[src/rtl/neuron_o_backprop.sv]
// rtl/neuron_o_backprop.sv - Q8.24 tanh output-neuron backprop: delta and SGD update through one shared multiplier
module neuron_o_backprop #(
    parameter int WIDTH = 32,
    parameter int FBITS = 24
) (
    input  logic             clock,
    input  logic             reset,
    input  logic             enable,
    input  logic             start,
    input  logic [WIDTH-1:0] y,
    input  logic [WIDTH-1:0] target,
    input  logic [WIDTH-1:0] a_1,
    input  logic [WIDTH-1:0] a_2,
    input  logic [WIDTH-1:0] w_1,
    input  logic [WIDTH-1:0] w_2,
    input  logic [WIDTH-1:0] b,
    input  logic [WIDTH-1:0] lr,
    output logic             busy,
    output logic             done,
    output logic [WIDTH-1:0] delta,
    output logic [WIDTH-1:0] w_1_new,
    output logic [WIDTH-1:0] w_2_new,
    output logic [WIDTH-1:0] b_new
);

    localparam logic [WIDTH-1:0] ONE = {{(WIDTH-1){1'b0}}, 1'b1} << FBITS;

    typedef enum logic [2:0] {
        IDLE = 3'd0,
        SQ   = 3'd1,
        DEL  = 3'd2,
        SCL  = 3'd3,
        G1   = 3'd4,
        G2   = 3'd5,
        UPD  = 3'd6
    } state_t;

    state_t state, state_next;

    logic [WIDTH-1:0] y_r, target_r, a_1_r, a_2_r, w_1_r, w_2_r, b_r, lr_r;
    logic [WIDTH-1:0] ysq, err, dlt, ld, gw1, gw2;

    logic [WIDTH-1:0]   mul_a, mul_b, mul_q;
    logic [2*WIDTH-1:0] prod;
    logic               unused_prod_bits;

    // Single shared multiplier: operands steered by state, result floors toward -inf.
    always_comb begin
        mul_a = '0;
        mul_b = '0;
        case (state)
            SQ:  begin mul_a = y_r;  mul_b = y_r;       end
            DEL: begin mul_a = err;  mul_b = ONE - ysq; end
            SCL: begin mul_a = lr_r; mul_b = dlt;       end
            G1:  begin mul_a = ld;   mul_b = a_1_r;     end
            G2:  begin mul_a = ld;   mul_b = a_2_r;     end
            default: ;
        endcase
    end

    assign prod  = {{WIDTH{mul_a[WIDTH-1]}}, mul_a} * {{WIDTH{mul_b[WIDTH-1]}}, mul_b};
    assign mul_q = prod[FBITS +: WIDTH];
    assign unused_prod_bits = ^{prod[2*WIDTH-1:FBITS+WIDTH], prod[FBITS-1:0]};

    always_ff @(posedge clock or negedge reset) begin
        if (!reset) begin
            state <= IDLE;
        end else if (enable) begin
            state <= state_next;
        end
    end

    always_comb begin
        state_next = state;
        case (state)
            IDLE:    if (start) state_next = SQ;
            SQ:      state_next = DEL;
            DEL:     state_next = SCL;
            SCL:     state_next = G1;
            G1:      state_next = G2;
            G2:      state_next = UPD;
            UPD:     state_next = IDLE;
            default: state_next = IDLE;
        endcase
    end

    assign busy = (state != IDLE);

    always_ff @(posedge clock or negedge reset) begin
        if (!reset) begin
            y_r      <= '0;
            target_r <= '0;
            a_1_r    <= '0;
            a_2_r    <= '0;
            w_1_r    <= '0;
            w_2_r    <= '0;
            b_r      <= '0;
            lr_r     <= '0;
            ysq      <= '0;
            err      <= '0;
            dlt      <= '0;
            ld       <= '0;
            gw1      <= '0;
            gw2      <= '0;
            delta    <= '0;
            w_1_new  <= '0;
            w_2_new  <= '0;
            b_new    <= '0;
            done     <= 1'b0;
        end else if (enable) begin
            done <= (state == UPD);
            case (state)
                IDLE: begin
                    if (start) begin
                        y_r      <= y;
                        target_r <= target;
                        a_1_r    <= a_1;
                        a_2_r    <= a_2;
                        w_1_r    <= w_1;
                        w_2_r    <= w_2;
                        b_r      <= b;
                        lr_r     <= lr;
                    end
                end
                SQ: begin
                    ysq <= mul_q;
                    err <= y_r - target_r;
                end
                DEL: dlt <= mul_q;
                SCL: ld  <= mul_q;
                G1:  gw1 <= mul_q;
                G2:  gw2 <= mul_q;
                UPD: begin
                    w_1_new <= w_1_r - gw1;
                    w_2_new <= w_2_r - gw2;
                    b_new   <= b_r - ld;
                    delta   <= dlt;
                end
                default: ;
            endcase
        end
    end

endmodule

[config.mk]
export PLATFORM = sky130hd
export DESIGN_NAME = neuron_o_backprop
export DESIGN_NICKNAME = d
export VERILOG_FILES = /design/src/rtl/neuron_o_backprop.sv
export SDC_FILE = /design/constraint.sdc
export NUM_CORES = 2
export LEC_CHECK = 0
export CAP_MARGIN = 20
export CORE_MARGIN = 5
export CORE_UTILIZATION = 55
export CTS_CLUSTER_SIZE = 40
export DETAILED_ROUTE_END_ITERATION = 8
export PLACE_DENSITY = 0.78
export RECOVER_POWER = 25
export SLEW_MARGIN = 10
export SYNTH_ARGS = -nofsm -noshare
export SYNTH_HDL_FRONTEND = slang
export SYNTH_SLANG_ARGS = --single-unit
[constraint.sdc]
create_clock -name clock -period 10.7 [get_ports clock]
set_input_delay 2.14 -clock clock [delete_from_list [all_inputs] [get_ports clock]]
set_output_delay 2.14 -clock clock [all_outputs]
set_load 0.02 [all_outputs]
==> results summary <==
The run finished, with violations left. The checks that failed: capacitance limit, slew limit. The core region area is 112000 um^2.

The first-pass iteration count of the detailed router is 8. The number of failing setup endpoints in the final timing report came out at 0. Using the TritonRoute via totals, the vias-per-cell ratio works out to 5.861. The synthesis-to-finish area growth came out at 13.80%. The fill cell instance count of the final layout came out at 9267.

The total negative slack for setup checks is 0 ns. The post-placement setup slack is -0.02984 ns. CTS placed an instance of clkbuf_16 at the clock tree root. The worst path arrival time is 11.03 ns.

In this run the worst setup path terminates at gw2[31]. The initial antenna violation count is 13. The die covers 119200 um^2.

The largest net degree at the start of global routing is 186. Sorting the synthesized cells by area gives the leading types as fa_1, dfrtp_1, nand2_1. Setup slack closes at 0.1199 ns.

The die boundary height is 345.2 um. The type of origin of the critical path is a register. The slew at the pin closest to its max-slew limit is 5.534 ns. The routed via count is 49780.

The number of distinct standard cells referenced by the synthesized netlist came out at 74. The number of enable-type register cells in the synthesized netlist is 0. The clock transition time at the flip-flop clock pins of the worst setup and hold paths is 0.07 ns. Of the cells placed in the final design, the portion with a size suffix greater than 1 is 8.590%. The die span in x is 345.2 um. The number of DRC violations after detailed routing came out at 0. The number of nets in the layout came out at 8484. The max-slew violation count was 282. For this run, asynchronously set or reset flops after synthesis account for 100.0%. The maximum operating frequency is 94.52 MHz.

The final-report hold violation count came to 0. The highest cell delay on the worst timing path is 0.69 ns. The number of buffer cells added on primary ports is 389. Global routing consumed, over all layers together, 34.76% of the routing resources. The number of global-route vias before repair is 51710.

The synthesized area per cell is 9.309 um^2. The iteration-0 DRC count of the detailed router is 5141. The final clock period utilization by the worst path came out at 98.88%.

In this run the cell area of the synthesized design comes to 61790 um^2. The register-to-register setup slack is 0.12 ns. The class of the tightest hold or removal check is reg2reg. The routed length per placed instance came out at 24.58 um. The max-capacitance violation count came out at 4. The sum of net half-perimeters after detailed placement is 166800 um. The number of buffers created by CTS came out at 55.

The number of H-tree levels came out at 2. The worst register-to-register path ends at gw2[31]. After synthesis the netlist holds a flip-flop and latch count of 580.

In the synthesized netlist, the number of instances is 6638. The required time of the critical path came out at 11.15 ns. The clock period could shrink to 10.58 ns.

The worst hold slack across all endpoints is 0.4757 ns. TritonCTS built the clock tree. The maximum clock skew at final layout came out at 0.07888 ns. By startpoint and endpoint, the worst setup path is classified as reg2reg. By instance count, the cell type seen most on the critical path is fa_1.

Of the post-synthesis cell area, the dominant cell type holds 31.94%. The total number of yosys warnings is 0. The net count after synthesis came out at 8180.

The post-detailed-route count of antenna-violating nets came out at 0. The sum of overflow across all layers after global routing came out at 0. The floorplan has 123 rows.

In the synthesized netlist the dominant register cell turns out to be dfrtp_1. STA classifies the critical path endpoint as a register. The post-cts hold buffer count is 0. The startpoint of the lowest-slack register-to-register path is state[1]. The later pin in the worst-skew pair is clocked with a latency of 0.67 ns. The initial cell density of the core is 55.16%. The global placer's final weighted congestion is 1.088.

The number of sinks on the clock net is 580. The maximum count of clock buffers along a single path is 3. Of all cell types, the one taking the most synthesized area is fa_1. Measured against its own limit, the worst slew margin works out to -268.9%. The final routed wirelength across all metal layers came out at 208800 um. The first global-routing pass estimated 315200 um of wire. The I/O pin total is 390. The maximum fanout count along the critical path came out at 31.

The most critical setup path has its startpoint at state[1]. The proportion of synthesized chip area in sequential cells is 23.49%. For the worst flop-to-flop path, the logic depth is 31. The cell type of the slowest stage on the worst timing path is a21oi_1.
final cells by class:
cell class                 count  area, um^2  share of cell area, %
clock inverter                26       362.8                 0.5160
antenna                        8       20.02                0.02847
timing repair buffer         581        5615                  7.985
inverter                    1173        4403                  6.261
sequential                   580       14520                  20.65
tap                         1500        1877                  2.669
multi-input combinational   4551       41940                  59.65
clock buffer                  74        1578                  2.244
worst max-delay path: cells and delay by family (launching register included):
kind	cells	cell delay (ns)
simple gates	6	1.22
xor+xnor	1	0.33
fa+ha+maj	9	4.22
compound gates	7	2.72
buf+inv	7	1.06
mux	1	0.25
flops	1	0.58
worst min-delay path by stage:
stage                        start       end  depth (start not counted)
after global placement    b_new[3]  b_new[3]                          2
after CTS                 b_new[3]  b_new[3]                          2
after floorplan             err[3]    err[3]                          2
after global routing       gw2[23]   gw2[23]                          2
after detailed placement  b_new[3]  b_new[3]                          2
final                     b_new[3]  b_new[3]                          2
kinds of logic after synthesis:
kind of cell    share of synthesized area (%)
flops                                   23.49
buf+inv                                 9.184
xor+xnor                                2.800
mux                                     4.997
compound gates                          9.150
simple gates                            12.44
fa+ha+maj                               37.94
cell usage after synthesis (103+ instances only):
library cell and n:
xnor2_1 103, a21oi_1 208, dfrtp_1 580, nand2_1 1293, fa_1 986, mux2_2 236
o21ai_0 393, inv_1 1173, nor2_1 243, a21o_1 103, clkbuf_1 313, ha_1 296
per-layer routing:
layer / global-route usage [%] / wire (um) / vias up
li1: - / - / 21170
met1: 44.40 / 76990 / 25210
met2: 54.12 / 94310 / 2682
met3: 9.090 / 22230 / 719
met4: 19.81 / 15240 / 4
met5: 0 / 28 / -
through the flow:
step,instances,instance area [um^2],util (%)
floorplan,6638,61790,-
global placement,8376,68190,60.87
detailed placement,8378,68220,60.89
CTS,8478,70160,62.62
global route,8489,70310,62.76
finish,8493,70320,62.77
repair_timing:
item	CTS	global route
gates resized for setup	1	14
setup buffers	0	1
endpoints found under the setup margin	5	25
pin swaps	0	1
endpoints found under the hold margin	0	0
cells in the final DEF, fill, tap and decap left out, types with 13 or more instances in the layout:
cell / Yosys / routed
and2_1: 86 / 86
a31oi_1: 18 / 18
a22oi_1: 14 / 14
o21a_1: 21 / 21
dfrtp_1: 580 / 578
o21bai_1: 22 / 22
fa_1: 986 / 986
nand2b_1: 27 / 27
mux2i_1: 43 / 43
o21ai_0: 393 / 392
o21ai_1: 23 / 15
nor3_1: 24 / 23
ha_1: 296 / 296
buf_12: 0 / 20
o22ai_2: 0 / 17
nand4_1: 24 / 24
clkbuf_8: 0 / 13
xor2_1: 92 / 90
clkdlybuf4s50_1: 0 / 386
a221oi_1: 17 / 17
or3_1: 14 / 14
buf_4: 0 / 165
inv_1: 1173 / 1173
mux2_2: 236 / 236
nor2_1: 243 / 240
nand2_1: 1293 / 1291
a21oi_1: 208 / 201
xnor2_1: 103 / 101
nor2b_1: 49 / 46
a21o_1: 103 / 100
clkbuf_16: 0 / 55
nand3_1: 41 / 40
Power is left out: the tool's default activity adds up to more than one toggle a clock period on the data nets, which glitch-free logic cannot reach.
